## config.mk

```make
export PLATFORM = sky130hd
export DESIGN_NAME = intersection_phase_scheduler
export DESIGN_NICKNAME = d
export VERILOG_FILES = /design/src/rtl/intersection_phase_scheduler.sv
export SDC_FILE = /design/constraint.sdc
export NUM_CORES = 1
export LEC_CHECK = 0
export BUFFER_PORTS_ARGS = -buffer_cell sky130_fd_sc_hd__buf_2
export CAP_MARGIN = 0
export CORE_ASPECT_RATIO = 1.75
export CORE_UTILIZATION = 55
export CTS_BUF_LIST = sky130_fd_sc_hd__clkbuf_4
export DETAILED_ROUTE_END_ITERATION = 16
export HOLD_SLACK_MARGIN = 0.03
export PLACE_DENSITY = 0.74
export SYNTH_ARGS = -nofsm -noshare
export SYNTH_HDL_FRONTEND = slang
export SYNTH_SLANG_ARGS = --single-unit
```

## constraint.sdc

```tcl
create_clock -name clk -period 5.15 [get_ports clk]
set_input_delay 1.2875 -clock clk [delete_from_list [all_inputs] [get_ports clk]]
set_output_delay 1.2875 -clock clk [all_outputs]
set_load 0.005 [all_outputs]
```

## src/rtl/intersection_phase_scheduler.sv

```systemverilog
// intersection_phase_scheduler: two-approach (NS/EW) signal sequencer with
// min/max green, yellow and all-red clearance and a tick prescaler.
// Optional pedestrian walk phase is enabled by defining PED_WALK_EN.
// Lamp buses are one-hot: [2]=Red, [1]=Yellow, [0]=Green.
module intersection_phase_scheduler #(
  parameter int TICK_DIV  = 10000000,
  parameter int GREEN_MIN = 5,
  parameter int GREEN_MAX = 20,
  parameter int YELLOW_T  = 3,
  parameter int ALLRED_T  = 1,
  parameter int WALK_T    = 6
) (
  input  logic       clk,
  input  logic       rst_n,
  input  logic       ns_demand,
  input  logic       ew_demand,
  input  logic       ped_req,
  output logic [2:0] ns_lights,
  output logic [2:0] ew_lights,
  output logic       walk,
  output logic       ped_pending,
  output logic [2:0] phase
);

  localparam logic [2:0] S_AR_TO_NS  = 3'd0;
  localparam logic [2:0] S_NS_GREEN  = 3'd1;
  localparam logic [2:0] S_NS_YELLOW = 3'd2;
  localparam logic [2:0] S_AR_TO_EW  = 3'd3;
  localparam logic [2:0] S_EW_GREEN  = 3'd4;
  localparam logic [2:0] S_EW_YELLOW = 3'd5;
  localparam logic [2:0] S_PED_WALK  = 3'd6;

  localparam logic [2:0] LAMP_RED    = 3'b100;
  localparam logic [2:0] LAMP_YELLOW = 3'b010;
  localparam logic [2:0] LAMP_GREEN  = 3'b001;

  // Timer must hold the largest duration; prescaler must hold TICK_DIV-1.
  localparam int MAX_GY  = (GREEN_MAX > YELLOW_T) ? GREEN_MAX : YELLOW_T;
  localparam int MAX_AW  = (ALLRED_T > WALK_T) ? ALLRED_T : WALK_T;
  localparam int MAX_DUR = (MAX_GY > MAX_AW) ? MAX_GY : MAX_AW;
  localparam int TW      = $clog2(MAX_DUR) + 1;
  localparam int PW      = (TICK_DIV > 1) ? $clog2(TICK_DIV) : 1;

  localparam logic [PW-1:0] PRE_LAST = PW'(TICK_DIV - 1);
  localparam logic [TW-1:0] T_SAT    = TW'(GREEN_MAX);
  localparam logic [TW:0]   E_ONE    = (TW+1)'(1);
  localparam logic [TW:0]   E_GMIN   = (TW+1)'(GREEN_MIN);
  localparam logic [TW:0]   E_GMAX   = (TW+1)'(GREEN_MAX);
  localparam logic [TW:0]   E_YELLOW = (TW+1)'(YELLOW_T);
  localparam logic [TW:0]   E_ALLRED = (TW+1)'(ALLRED_T);
  localparam logic [TW:0]   E_WALK   = (TW+1)'(WALK_T);

  logic [2:0]    state;
  logic [2:0]    state_next;
  logic [PW-1:0] prescaler;
  logic          tick;
  logic [TW-1:0] timer;
  logic [TW:0]   elapsed;
  logic          target_ew;   // green to resume after a walk: 1=EW, 0=NS
  logic          ped_q;
  logic          enter_walk;

  assign tick       = (prescaler == PRE_LAST);
  assign elapsed    = {1'b0, timer} + E_ONE;
  assign enter_walk = (state_next == S_PED_WALK) && (state != S_PED_WALK);

  // Next-state decision, evaluated only on tick cycles.
  always_comb begin
    // NOTE: default assignment first so every path drives state_next and no latch is inferred.
    state_next = state;
    if (tick) begin
      case (state)
        S_AR_TO_NS:
          if (elapsed == E_ALLRED) state_next = ped_q ? S_PED_WALK : S_NS_GREEN;
        S_NS_GREEN:
          if ((elapsed >= E_GMIN) && (ew_demand || ped_q) &&
              (!ns_demand || (elapsed >= E_GMAX)))
            state_next = S_NS_YELLOW;
        S_NS_YELLOW:
          if (elapsed == E_YELLOW) state_next = S_AR_TO_EW;
        S_AR_TO_EW:
          if (elapsed == E_ALLRED) state_next = ped_q ? S_PED_WALK : S_EW_GREEN;
        S_EW_GREEN:
          if ((elapsed >= E_GMIN) && (ns_demand || ped_q) &&
              (!ew_demand || (elapsed >= E_GMAX)))
            state_next = S_EW_YELLOW;
        S_EW_YELLOW:
          if (elapsed == E_YELLOW) state_next = S_AR_TO_NS;
        S_PED_WALK:
          if (elapsed == E_WALK) state_next = target_ew ? S_EW_GREEN : S_NS_GREEN;
        default:
          state_next = S_AR_TO_NS;
      endcase
    end
  end

  // State, free-running prescaler, saturating per-state timer and walk target.
  always_ff @(posedge clk) begin
    // NOTE: reset is synchronous (sampled on the edge) and sequential state uses <= only.
    if (!rst_n) begin
      state     <= S_AR_TO_NS;
      prescaler <= '0;
      timer     <= '0;
      target_ew <= 1'b0;
    end else begin
      prescaler <= tick ? '0 : prescaler + 1'b1;
      state     <= state_next;
      if (state_next != state) begin
        timer <= '0;
      end else if (tick && (timer != T_SAT)) begin
        timer <= timer + 1'b1;
      end
      if (enter_walk) begin
        target_ew <= (state == S_AR_TO_EW);
      end
    end
  end

`ifdef PED_WALK_EN
  // Pedestrian request latch; a new press on the walk-entry edge wins over the clear.
  always_ff @(posedge clk) begin
    if (!rst_n) begin
      ped_q <= 1'b0;
    end else if (ped_req) begin
      ped_q <= 1'b1;
    end else if (enter_walk) begin
      ped_q <= 1'b0;
    end
  end

  assign walk = (state == S_PED_WALK);
`else
  logic ped_req_unused;
  assign ped_req_unused = ped_req;
  assign ped_q          = 1'b0;
  assign walk           = 1'b0;
`endif

  assign ped_pending = ped_q;
  assign phase       = state;

  // Lamp decode straight from the registered state; anything not green/yellow is red.
  always_comb begin
    ns_lights = LAMP_RED;
    ew_lights = LAMP_RED;
    case (state)
      S_NS_GREEN:  ns_lights = LAMP_GREEN;
      S_NS_YELLOW: ns_lights = LAMP_YELLOW;
      S_EW_GREEN:  ew_lights = LAMP_GREEN;
      S_EW_YELLOW: ew_lights = LAMP_YELLOW;
      default: begin
        ns_lights = LAMP_RED;
        ew_lights = LAMP_RED;
      end
    endcase
  end

endmodule

```

# ---- Word level (Yosys, flattened, before mapping)
# Cells that the tools add are included.
# W data, S select, Z words.
dict set report totals {
  register_bits 34
  in_bits 5
  out_inout_bits 11
  wordCells 49
}
dict set report classes {
  add_sub_neg 3
  order_cmp 2
  n_eq_ne 14
  mux 12
  bitwise_logic 1
  reduce_logical 13
}
# operator n
set ops {}
lappend ops {{$mux W3} 9}
lappend ops {{$add A24 B1 Y24 const B} 1}
lappend ops {{$eq A24 B24 Y1 const B} 1}
lappend ops {{$pmux W3 S7} 1}
lappend ops {{$eq A3 B3 Y1 const B} 4}
lappend ops {{$pmux W3 S2} 2}
lappend ops {{$add A6 B1 Y7 const B} 1}
lappend ops {{$eq A7 B1 Y1 const B} 1}
lappend ops {{$eq A7 B2 Y1 const B} 1}
lappend ops {{$eq A7 B3 Y1 const B} 1}
lappend ops {{$ge A7 B3 Y1 const B} 1}
lappend ops {{$ge A7 B5 Y1 const B} 1}
lappend ops {{$add A6 B1 Y6 const B} 1}
lappend ops {{$eq A3 B2 Y1 const B} 2}
lappend ops {{$logic_and A1 B1 Y1} 6}
lappend ops {{$ne A6 B5 Y1 const B} 1}
lappend ops {{$reduce_or A2 Y1} 2}
lappend ops {{$eq A3 B1 Y1 const B} 1}
lappend ops {{$logic_not A3 Y1} 1}
lappend ops {{$ne A3 B3 Y1} 1}
lappend ops {{$ne A3 B3 Y1 const B} 1}
lappend ops {{$logic_not A1 Y1} 2}
lappend ops {{$logic_or A1 B1 Y1} 2}
lappend ops {{$not A1 Y1} 1}

# ---- Depth between registers and ports, before layout
# Gate-level depths: netlist (run 1).
dict set report depth {
  depth_word 9
  mapped_depth 9
  mapped_depth_nobuf 9
}

# ---- Worst setup path before layout (run 1)
# OpenSTA, ideal clock, no wires.
dict set report synth_path {
  kind {reg-to-reg}
  startpoint {register prescaler[13]}
  endpoint {register timer[0]}
  setup_ns 0.132
  arrival_time_ns 2.519
  t_required_ns 5.018
  setup_slack_ns 2.498
  stages_incl_launch_ff 7
  path_buffers 0
  period_less_slack_ns 2.652
  cell_sequence {dfxtp_1 > or4b_1 > or4_1 > or4_4 > or4_4 > o311ai_2 > nor2_1}
}
dict set report synth_between {
  elab_chain_cells 4
  word_cells_on_any_way 5
  cone_classes {eq/ne: 2; mux: 1; reduce/logical: 2}
}
# element line_no
set synth_lines {}
lappend synth_lines {{from (decl)} 55} ;# logic [PW-1:0] prescaler;
lappend synth_lines {{from (signal assigned)} 106} ;# prescaler <= tick ? '0 : prescaler + 1'b1;
lappend synth_lines {{$eq A24 B24 Y1 *} 63} ;# assign tick = (prescaler == PRE_LAST);
lappend synth_lines {{$mux W3} 71} ;# if (tick) begin
lappend synth_lines {{$ne A3 B3 Y1} 108} ;# if (state_next != state) begin
lappend synth_lines {{$reduce_or A2 Y1 (no source line)} -}
lappend synth_lines {{to (signal assigned)} 111} ;# timer <= timer + 1'b1;
lappend synth_lines {{to (decl)} 57} ;# logic [TW-1:0] timer;
# Mark *: on every way between the ends. The rest lies on a longest branch, timed or not.
# A chain may end at the register's enable or synchronous reset.

# ---- Final worst setup path (run 1)
dict set report layout_path {
  startpoint {register state[0] (netlist: phase[0])}
  endpoint {output port ns_lights[2]}
}
dict set report layout_between {
  elab_chain_cells 2
  word_cells_on_any_way 3
  cone_classes {eq/ne: 2; mux: 1}
}
# element line_no
set layout_lines {}
lappend layout_lines {{from (decl)} 53} ;# logic [2:0] state;
lappend layout_lines {{from (signal assigned)} 107} ;# state <= state_next;
lappend layout_lines {{$eq A3 B2 Y1 / $eq A3 B1 Y1 (equally long branches)} 146} ;# case (state)
lappend layout_lines {{$pmux W3 S2 *} 146}
lappend layout_lines {{to (decl)} 18} ;# output logic [2:0] ns_lights,
# Marks and branches as above.

==> results of run 1 <==
cells in the mapped netlist (2+ instances only):
| master | count |
|---|---|
| buf_1 | 2 |
| o21ai_0 | 8 |
| clkbuf_1 | 6 |
| nor4_1 | 3 |
| or4_4 | 2 |
| and3_1 | 4 |
| a21boi_0 | 2 |
| a211oi_1 | 2 |
| nand2_1 | 28 |
| xor2_1 | 11 |
| nand3b_1 | 3 |
| a31oi_1 | 3 |
| xnor2_1 | 13 |
| nor4b_1 | 2 |
| nand4b_1 | 2 |
| nor3_1 | 8 |
| ha_1 | 6 |
| inv_1 | 8 |
| o2111a_1 | 2 |
| a21oi_1 | 4 |
| dfxtp_1 | 34 |
| nor2_1 | 40 |
| a41oi_1 | 2 |
| and2_1 | 3 |
| or3_1 | 5 |
| nand3_1 | 12 |
| nand4_1 | 7 |
| buf_4 | 4 |
| a21bo_2 | 2 |
logic make-up after synthesis:
group	count (synthesis)	synth area share, %
AND/OR/NAND/NOR	132	33.3
XOR/XNOR	24	10.3
adder cells (fa/ha/maj)	6	3.68
other	1	0.184
flip-flops	34	33.4
AO/OA/AOI/OAI	35	13.3
buffers and inverters	21	5.40
multiplexers	1	0.552
cell usage in the layout (no fill, tap or decap), types with 3 or more instances in the layout:
master / instances
xnor2_1: 13
buf_2: 12
dfxtp_1: 34
or3_1: 5
and2_1: 3
nor2_1: 40
inv_1: 8
clkbuf_4: 6
nand4_1: 7
nand3b_1: 3
ha_1: 6
xor2_1: 11
a21oi_1: 4
nand2_1: 28
nand3_1: 12
o21ai_0: 8
and3_1: 4
a31oi_1: 3
nor3_1: 8
nor4_1: 3
worst max path at each step:
stage / start / to / slack (ns) / cells past startpoint
2_1_floorplan: prescaler[13] / timer[0] / 2.50 / 6
3_3_place_gp: prescaler[13] / timer[1] / 2.32 / 6
3_5_place_dp: prescaler[13] / timer[5] / 2.30 / 6
4_1_cts: phase[0] / ns_lights[2] / 2.13 / 4
5_1_grt: phase[0] / ns_lights[2] / 1.96 / 4
6_report: phase[0] / ns_lights[2] / 2.11 / 4
stage by stage:
| step | hold WS [ns] | utilization (%) | power (W) |
|---|---|---|---|
| after floorplan | 0.430 | - | 0.000280 |
| after global placement | 0.455 | 60.2 | 0.000283 |
| after detailed placement | 0.460 | 60.2 | 0.000283 |
| after CTS | 0.483 | 61.7 | 0.000425 |
| after global routing | 0.511 | 61.7 | 0.000440 |
| final | 0.477 | 61.7 | 0.000419 |
layout make-up:
cell class              count  area share (%)
clock inverters             2           0.409
inverters                   8            1.40
flip-flops and latches     34            31.8
clock buffers               6            2.10
repair buffers             13            3.16
well taps                  45            2.63
multi-input cells         200            58.5
state kept, by name, indices dropped and copies added, names as in the netlist:
name       count
timer          6
prescaler     24
phase          3
target_ew      1
power groups by stage:
stage / registers (W) / logic (W) / clock network [W]
4_1_cts: 0.000267 / 0.0000102 / 0.000148
3_3_place_gp: 0.000273 / 0.0000101 / 0
2_1_floorplan: 0.000272 / 0.00000761 / 0
5_1_grt: 0.000267 / 0.0000116 / 0.000161
3_5_place_dp: 0.000273 / 0.0000102 / 0
6_report: 0.000267 / 0.0000100 / 0.000142
routing by layer:
metal	share of wire, %	vias up	routed length (um)	global-route usage [%]
li1	-	905	-	-
met1	41	794	1710	24.3
met2	55	34	2290	43.8
met3	2.3	7	98	4.57
met4	2.1	0	88	12.2
met5	0	-	0	0
==> flow_metrics.tcl, run 1 <==
set metrics [dict create \
    outcome "completed" \
    vias 1740 \
    setup_viol 0 \
    cp_top_family "simple AND/OR/NAND/NOR gates" \
    crit_slowest_cell "dfxtp_1" \
    timing.rr.end "timer[5]" \
    critPathArrivalTime_ns 1.75 \
    diodes 0 \
    r2r_cells 6 \
    dp.cells 300 \
    vdd_drop_max_mv 0.149 \
    critical_path_class "reg -> out" \
    num-fill-cells 332 \
    clock.fmax_mhz 329 \
    fin_area_mm2 0.00214 \
    skew_ns 0.0139 \
    synthArstFlopShare_pct 0 \
    initial_utilization_pct 58.8 \
    clk_pin_slew_ns 0.10 \
    drv_cap 0 \
    die_x_um 48.0 \
    cts_setup_buffers 0 \
    ioPinCount 16 \
    synth_area_leaders "dfxtp_1, nor2_1, xnor2_1" \
    synth_edf_count 0 \
    max_slew_margin_pct 31.2 \
    r2r-start "prescaler[13]" \
    track_usage_pct 24.1 \
    synth_seq_cells 34 \
    dieArea_mm2 0.00397 \
    fin_crit_ns 3.04 \
    pwr-share-seq_pct 63.7 \
    slew_violations 0 \
    yosys_warnings 0 \
    h-tree-depth 2 \
    p_sw_w 0.0000941 \
    min_to "prescaler[0]" \
    routedWlPerCell_um 13.6 \
    yosysSeqAreaShare_pct 33.4 \
    reg2reg_slack_ns 2.30 \
    viasPerCell 5.65 \
    min_path_cells 1 \
    fin_tns_setup_ns 0 \
    cts_root_buffer "clkbuf_4" \
    clockBufferDepth 2 \
    numCtsBuffers 5 \
    clock_latency_ns 0.33 \
    synth_ff_type "dfxtp_1" \
    place_area_mm2 0.00209 \
    syn_area_mm2 0.00204 \
    powerDensity_mw_per_mm2 196 \
    intPower_w 0.000325 \
    fin_cells 308 \
    grt_antenna_before_repair 0 \
    crit_path_cell_trace "inv_1 > nor3_1 > nor2_1 > buf_2" \
    gp_congestion 0.835 \
    pre_cts_slack_ns 2.30 \
    grt_pass1_wl_um 6800 \
    drt_iter0_markers 56 \
    num_rows 28 \
    postCtsHoldBufs 0 \
    drcViolationCount 0 \
    cts_num_sinks 34 \
    hp-class "reg -> reg" \
    cp-start-kind "register" \
    switching_share_pct 22.5 \
    rsz0062_at_grt "no" \
    regArea_um2 681 \
    synth_area_per_cell_um2 8.03 \
    worst_slack_ns 2.11 \
    path_buf_inv 2 \
    tightest_slew_ns 1.02 \
    power.leakage_nw 0.761 \
    synthToLayoutAreaGrowth_pct 4.97 \
    yosysTopAreaCellShare_pct 33.4 \
    antenna_left 0 \
    finalHoldViolations 0 \
    cts_resized 0 \
    drive_gt1_share_pct 12.5 \
    first_pass_iters 4 \
    synth_area_leader_cell "dfxtp_1" \
    syn_inst 254 \
    grt_max_degree 24 \
    post-dp-hpwl_um 3150 \
    clkPwrFrac_pct 33.9 \
    grt_pass1_vias 1596 \
    yosysUniqueCellTypes 55 \
    grt_overflow_total 0 \
    multiInputGateArea_mm2 0.00125 \
    core_area_mm2 0.00347 \
    cp.required_ns 3.86 \
    path_max_fanout 10 \
    postRouteWirelength_um 4190 \
    die_h_um 82.6 \
    final.period_utilization_pct 59.0 \
    io_buffers 12 \
    slowest_delay_ns 0.53 \
    cts_tree "done" \
    end_kind "primary output" \
    power_frac_comb_pct 2.4 \
    min_from "prescaler[0]" \
    nNetsFinal 273 \
]
Power figures use the tool's default switching activity.
==> run 2: changes to the inputs <==
- PLACE_DENSITY: 0.74 -> 0.77
- clock period: 5.15 -> 2.65 ns (I/O delays scaled with it)
==> run 2 against run 1 <==
Register-to-register slack got worse by 2.3 ns. Global-route usage increased by 2.6 points. Total power increased by 120%. Count of clock-buffer cells in the layout decreased by 1. Sequential cell count unchanged. Setup slack got worse by 2.1 ns. Combinational power increased by 140%. Critical path depth increased by 4. Non-clock buffer count increased by 13. Via count increased by 7.7%. Sequential power increased by 94%. Sequential share of layout area decreased by 2.1 points. Critical endpoint is now timer[4]. Largest cell class unchanged.
==> flow_metrics.tcl, run 2 (synthesis gave the netlist of run 1 again) <==
set metrics [dict create \
    outcome "completed" \
    critPathArrivalTime_ns 2.84 \
    layout.core_utilization_pct 66.4 \
    clockBufferDepth 2 \
    io_buffers 12 \
    diodes 0 \
    cts_num_sinks 34 \
    r2r-start "prescaler[21]" \
    finalPower_w 0.000916 \
    power.leakage_nw 0.849 \
    fin_crit_ns 2.61 \
    post-dp-hpwl_um 3360 \
    viasPerCell 5.84 \
    numCtsBuffers 5 \
    gr-usage-met2_pct 47.7 \
    clock.fmax_mhz 383 \
    skew_ns 0.00501 \
    nNetsFinal 286 \
    track_usage_pct 26.7 \
    die_x_um 48.0 \
    crit_slowest_cell "or4b_4" \
    min_from "prescaler[0]" \
    slowest_delay_ns 0.53 \
    drt_iter0_markers 52 \
    clock_latency_ns 0.34 \
    timing.rr.end "timer[4]" \
    vdd_drop_max_mv 0.265 \
    r2r_cells 8 \
    slew_violations 0 \
    drcViolationCount 0 \
    postRouteWirelength_um 4490 \
    cts_root_buffer "clkbuf_4" \
    cp-start-kind "register" \
    die_h_um 82.6 \
    rsz0062_at_grt "yes" \
    drive_gt1_share_pct 18.8 \
    routedWlPerCell_um 14.0 \
    grt.met3_usage_pct 4.78 \
    layout_common_cells "nor2_1, dfxtp_1, nand2_1" \
    postCtsHoldBufs 0 \
    hp-class "reg -> reg" \
    min_to "prescaler[0]" \
    cp_common_cell "or4_4" \
    crit_path_cell_trace "or4b_4 > or4_4 > or4_4 > buf_6 > or3_4 > xnor2_1 > nand2_1 > nor2_1" \
    largest_reg_flops 24 \
    vias 1874 \
    setup_viol 0 \
    fin_tns_setup_ns 0 \
    antenna_left 0 \
    drv_cap 0 \
    reg2reg_slack_ns 0.04 \
    grt_busiest_layer "met2" \
    end_kind "register" \
    core_area_mm2 0.00347 \
    clk_pin_slew_ns 0.11 \
    grt_pass1_wl_um 7510 \
    grt_overflow_total 0 \
    grt_max_degree 24 \
    synthToLayoutAreaGrowth_pct 12.9 \
    final.period_utilization_pct 98.6 \
    first_pass_iters 4 \
    grt_antenna_before_repair 0 \
    h-tree-depth 2 \
    cp.required_ns 2.87 \
    cts_tree "done" \
    finalHoldViolations 0 \
    num_rows 28 \
    ioPinCount 16 \
    powerDensity_mw_per_mm2 398 \
    critical_path_class "reg -> reg" \
    top_register "prescaler" \
    initial_utilization_pct 58.8 \
    path_max_fanout 4 \
    min_path_cells 1 \
    use_met1_pct 26.4 \
    layout_commonest_cell "nor2_1" \
    dieArea_mm2 0.00397 \
    grt_pass1_vias 1787 \
    gp_congestion 0.795 \
]
## run 2: cell types whose count changed in the layout (fill, tap and decap cells not counted), sizes merged
cell,change
buf,+13
bufinv,+1
clkbuf,-1
## run 2: how the worst max path moves through the flow
stage | slack (ns) | start | endpoint
CTS | -0.04 | prescaler[21] | timer[0]
detailed placement | -0.07 | prescaler[13] | timer[4]
global route | -0.02 | prescaler[21] | timer[1]
finish | 0.04 | prescaler[21] | timer[4]
global placement | -0.009 | prescaler[13] | timer[1]
floorplan | 0.06 | prescaler[13] | timer[0]
## run 2: what timing repair did
| item | 4_1_cts | 5_1_grt |
|---|---|---|
| gates resized for setup | 4 | 3 |
| pin swaps | 10 | 3 |
| setup endpoints to repair | 6 | 6 |
| buffers inserted | 1 | 0 |
| hold endpoints to repair | 0 | 0 |
## run 2: area by class of cell
cell class / instances / area [um^2]
multi-input combinational: 200 / 1270
sequential: 34 / 683
clock buffer: 5 / 37.5
fill: 300 / 1160
inverter: 8 / 30.0
timing repair buffer: 26 / 181
tap: 45 / 56.3
clock inverter: 3 / 40.0
## run 2: where the power goes
part	internal [W]	leakage (nW)	switching, W
clock network	0.000195	0.0450	0.000178
logic	0.0000102	0.529	0.0000137
registers	0.000515	0.275	0.00000394
total	0.000720	0.849	0.000196
## run 2: layer usage
| layer | share of wire [%] | vias up |
|---|---|---|
| met4 | 3.7 | 0 |
| li1 | - | 931 |
| met1 | 39 | 885 |
| met3 | 2.5 | 15 |
| met2 | 55 | 43 |
| met5 | 0 | - |
## run 2: through the flow
stage          instances  setup WS [ns]  area, um^2  hold slack, ns
2_1_floorplan        255         0.0622        2050           0.430
3_3_place_gp         312       -0.00943        2200           0.450
3_5_place_dp         312        -0.0668        2200           0.458
4_1_cts              321        -0.0353        2300           0.484
5_1_grt              321        -0.0176        2300           0.507
6_report             321         0.0359        2300           0.476
## run 2: worst max-delay path, delay by kind of cell (launching register included)
family / cells / cell delay, ns
buf+inv: 1 / 0.14
simple gates: 6 / 1.90
flops: 1 / 0.33
xor+xnor: 1 / 0.13
==> run 3: changes to the inputs <==
- CORE_MARGIN: not set -> 2
- CORE_UTILIZATION: 55 -> 40
- PLACE_DENSITY: 0.77 -> not set
==> run 3 against run 2 <==
Die area grew 44%. Critical path depth decreased by 2. Routed wire length up 3.7%. Via count decreased by 4.5%. Sequential cell count did not move. Critical endpoint is now timer[5]. Cell count increased by 3.1%.
==> flow_metrics.tcl, run 3 (synthesis gave the netlist of run 1 again) <==
set metrics [dict create \
    outcome "completed" \
    crit_slowest_cell "or4b_1" \
    num-fill-cells 530 \
    viasPerCell 5.41 \
    synthToLayoutAreaGrowth_pct 12.6 \
    drv_cap 0 \
    cp_top_family "simple AND/OR/NAND/NOR gates" \
    dieArea_mm2 0.00571 \
    routedWlPerCell_um 14.1 \
    postRouteWirelength_um 4650 \
    antenna_left 0 \
    r2r-start "prescaler[13]" \
    rsz0062_at_grt "no" \
    first_pass_iters 4 \
    critical_path_class "reg -> reg" \
    drcViolationCount 0 \
    slew_violations 0 \
    grt_antenna_before_repair 1 \
    min_to "prescaler[0]" \
    drt_iter0_markers 38 \
    cts_tree "done" \
    grt_pass1_wl_um 7990 \
    setup_viol 0 \
    cts_root_buffer "clkbuf_4" \
    die_h_um 98.5 \
    powerDensity_mw_per_mm2 362 \
    r2r_cells 6 \
    fin_crit_ns 2.54 \
    end_kind "register" \
    power.leakage_nw 0.831 \
    core_area_mm2 0.00493 \
    finalHoldViolations 0 \
    gp_congestion 0.789 \
    crit_path_cell_trace "or4b_1 > or4_4 > or4_4 > or4_4 > o311ai_4 > nor2_1" \
    path_buf_inv 0 \
    h-tree-depth 2 \
    crit_cells 6 \
    drive_gt1_share_pct 18.8 \
    clk_pin_slew_ns 0.11 \
    vdd_drop_max_mv 0.322 \
    slowest_delay_ns 0.53 \
    min_from "prescaler[0]" \
    layout_commonest_cell "nor2_1" \
    clock_latency_ns 0.34 \
    cts_setup_buffers 0 \
    clockBufferDepth 2 \
    grt_pass1_vias 1778 \
    fin_cells 331 \
    die_x_um 58.0 \
    post-dp-hpwl_um 3560 \
    layout_common_cells "nor2_1, dfxtp_1, nand2_1" \
    vias 1790 \
    path_max_fanout 6 \
    cts_num_sinks 34 \
    reg2reg_slack_ns 0.11 \
    hp-class "reg -> reg" \
    layout.core_utilization_pct 46.5 \
    io_buffers 12 \
    cp-start-kind "register" \
    final.period_utilization_pct 95.7 \
    clock.fmax_mhz 394 \
    nNetsFinal 286 \
    grt_overflow_total 0 \
    dp.cells 322 \
    track_usage_pct 18.1 \
    min_path_cells 1 \
    initial_utilization_pct 41.3 \
    numCtsBuffers 5 \
    critPathArrivalTime_ns 2.77 \
    grt_max_degree 24 \
    skew_ns 0.00437 \
    cp_common_cell "or4_4" \
    top_register "prescaler" \
    finalPower_w 0.000831 \
    largest_reg_flops 24 \
    num_rows 34 \
    cp.required_ns 2.88 \
    ioPinCount 16 \
    timing.rr.end "timer[5]" \
]
==> run 3: metrics by stage <==
step	instance area, um^2	hold slack (ns)	setup TNS [ns]	setup WS [ns]
after global routing	2300	0.509	0	0.00523
after global placement	2220	0.447	0	0.0177
after detailed placement	2220	0.473	-0.119	-0.0239
after floorplan	2050	0.430	0	0.0622
after CTS	2280	0.499	0	0.0587
final	2300	0.483	0	0.115
==> run 3: layout make-up <==
| cell class | instances | area, um^2 | area share (%) |
|---|---|---|---|
| inverter | 8 | 30.0 | 1.31 |
| clock inverter | 3 | 21.3 | 0.926 |
| sequential | 34 | 683 | 29.8 |
| multi-input combinational | 200 | 1280 | 55.6 |
| antenna | 1 | 2.50 | 0.109 |
| clock buffer | 5 | 37.5 | 1.63 |
| timing repair buffer | 26 | 178 | 7.74 |
| tap | 54 | 67.6 | 2.94 |
==> run 3: worst max path at each step <==
| stage | start | to | slack, ns |
|---|---|---|---|
| detailed placement | prescaler[13] | timer[0] | -0.02 |
| CTS | prescaler[21] | timer[1] | 0.06 |
| global placement | prescaler[13] | timer[5] | 0.02 |
| global route | timer[0] | timer[2] | 0.005 |
| floorplan | prescaler[13] | timer[0] | 0.06 |
| finish | prescaler[13] | timer[5] | 0.11 |
==> run 3: what timing repair did <==
item	4_1_cts	5_1_grt
resized for setup	3	3
hold buffers	0	0
pin swaps	10	1
hold endpoints to repair	0	0
endpoints found under the setup margin	6	8
==> run 3: per-layer routing <==
| layer | share of wire (%) | track usage (%) | wire length (um) | vias up |
|---|---|---|---|---|
| li1 | - | - | - | 932 |
| met1 | 41 | 18.5 | 1890 | 835 |
| met2 | 55 | 33.8 | 2570 | 15 |
| met3 | 1.3 | 2.76 | 60 | 8 |
| met4 | 2.9 | 9.12 | 134 | 0 |
| met5 | 0 | 0 | 0 | - |
==> run 3: power by group <==
group | internal, W | switching, W
Sequential | 0.000515 | 0.00000369
Combinational | 0.0000104 | 0.0000141
Clock | 0.000103 | 0.000186
Total | 0.000628 | 0.000203
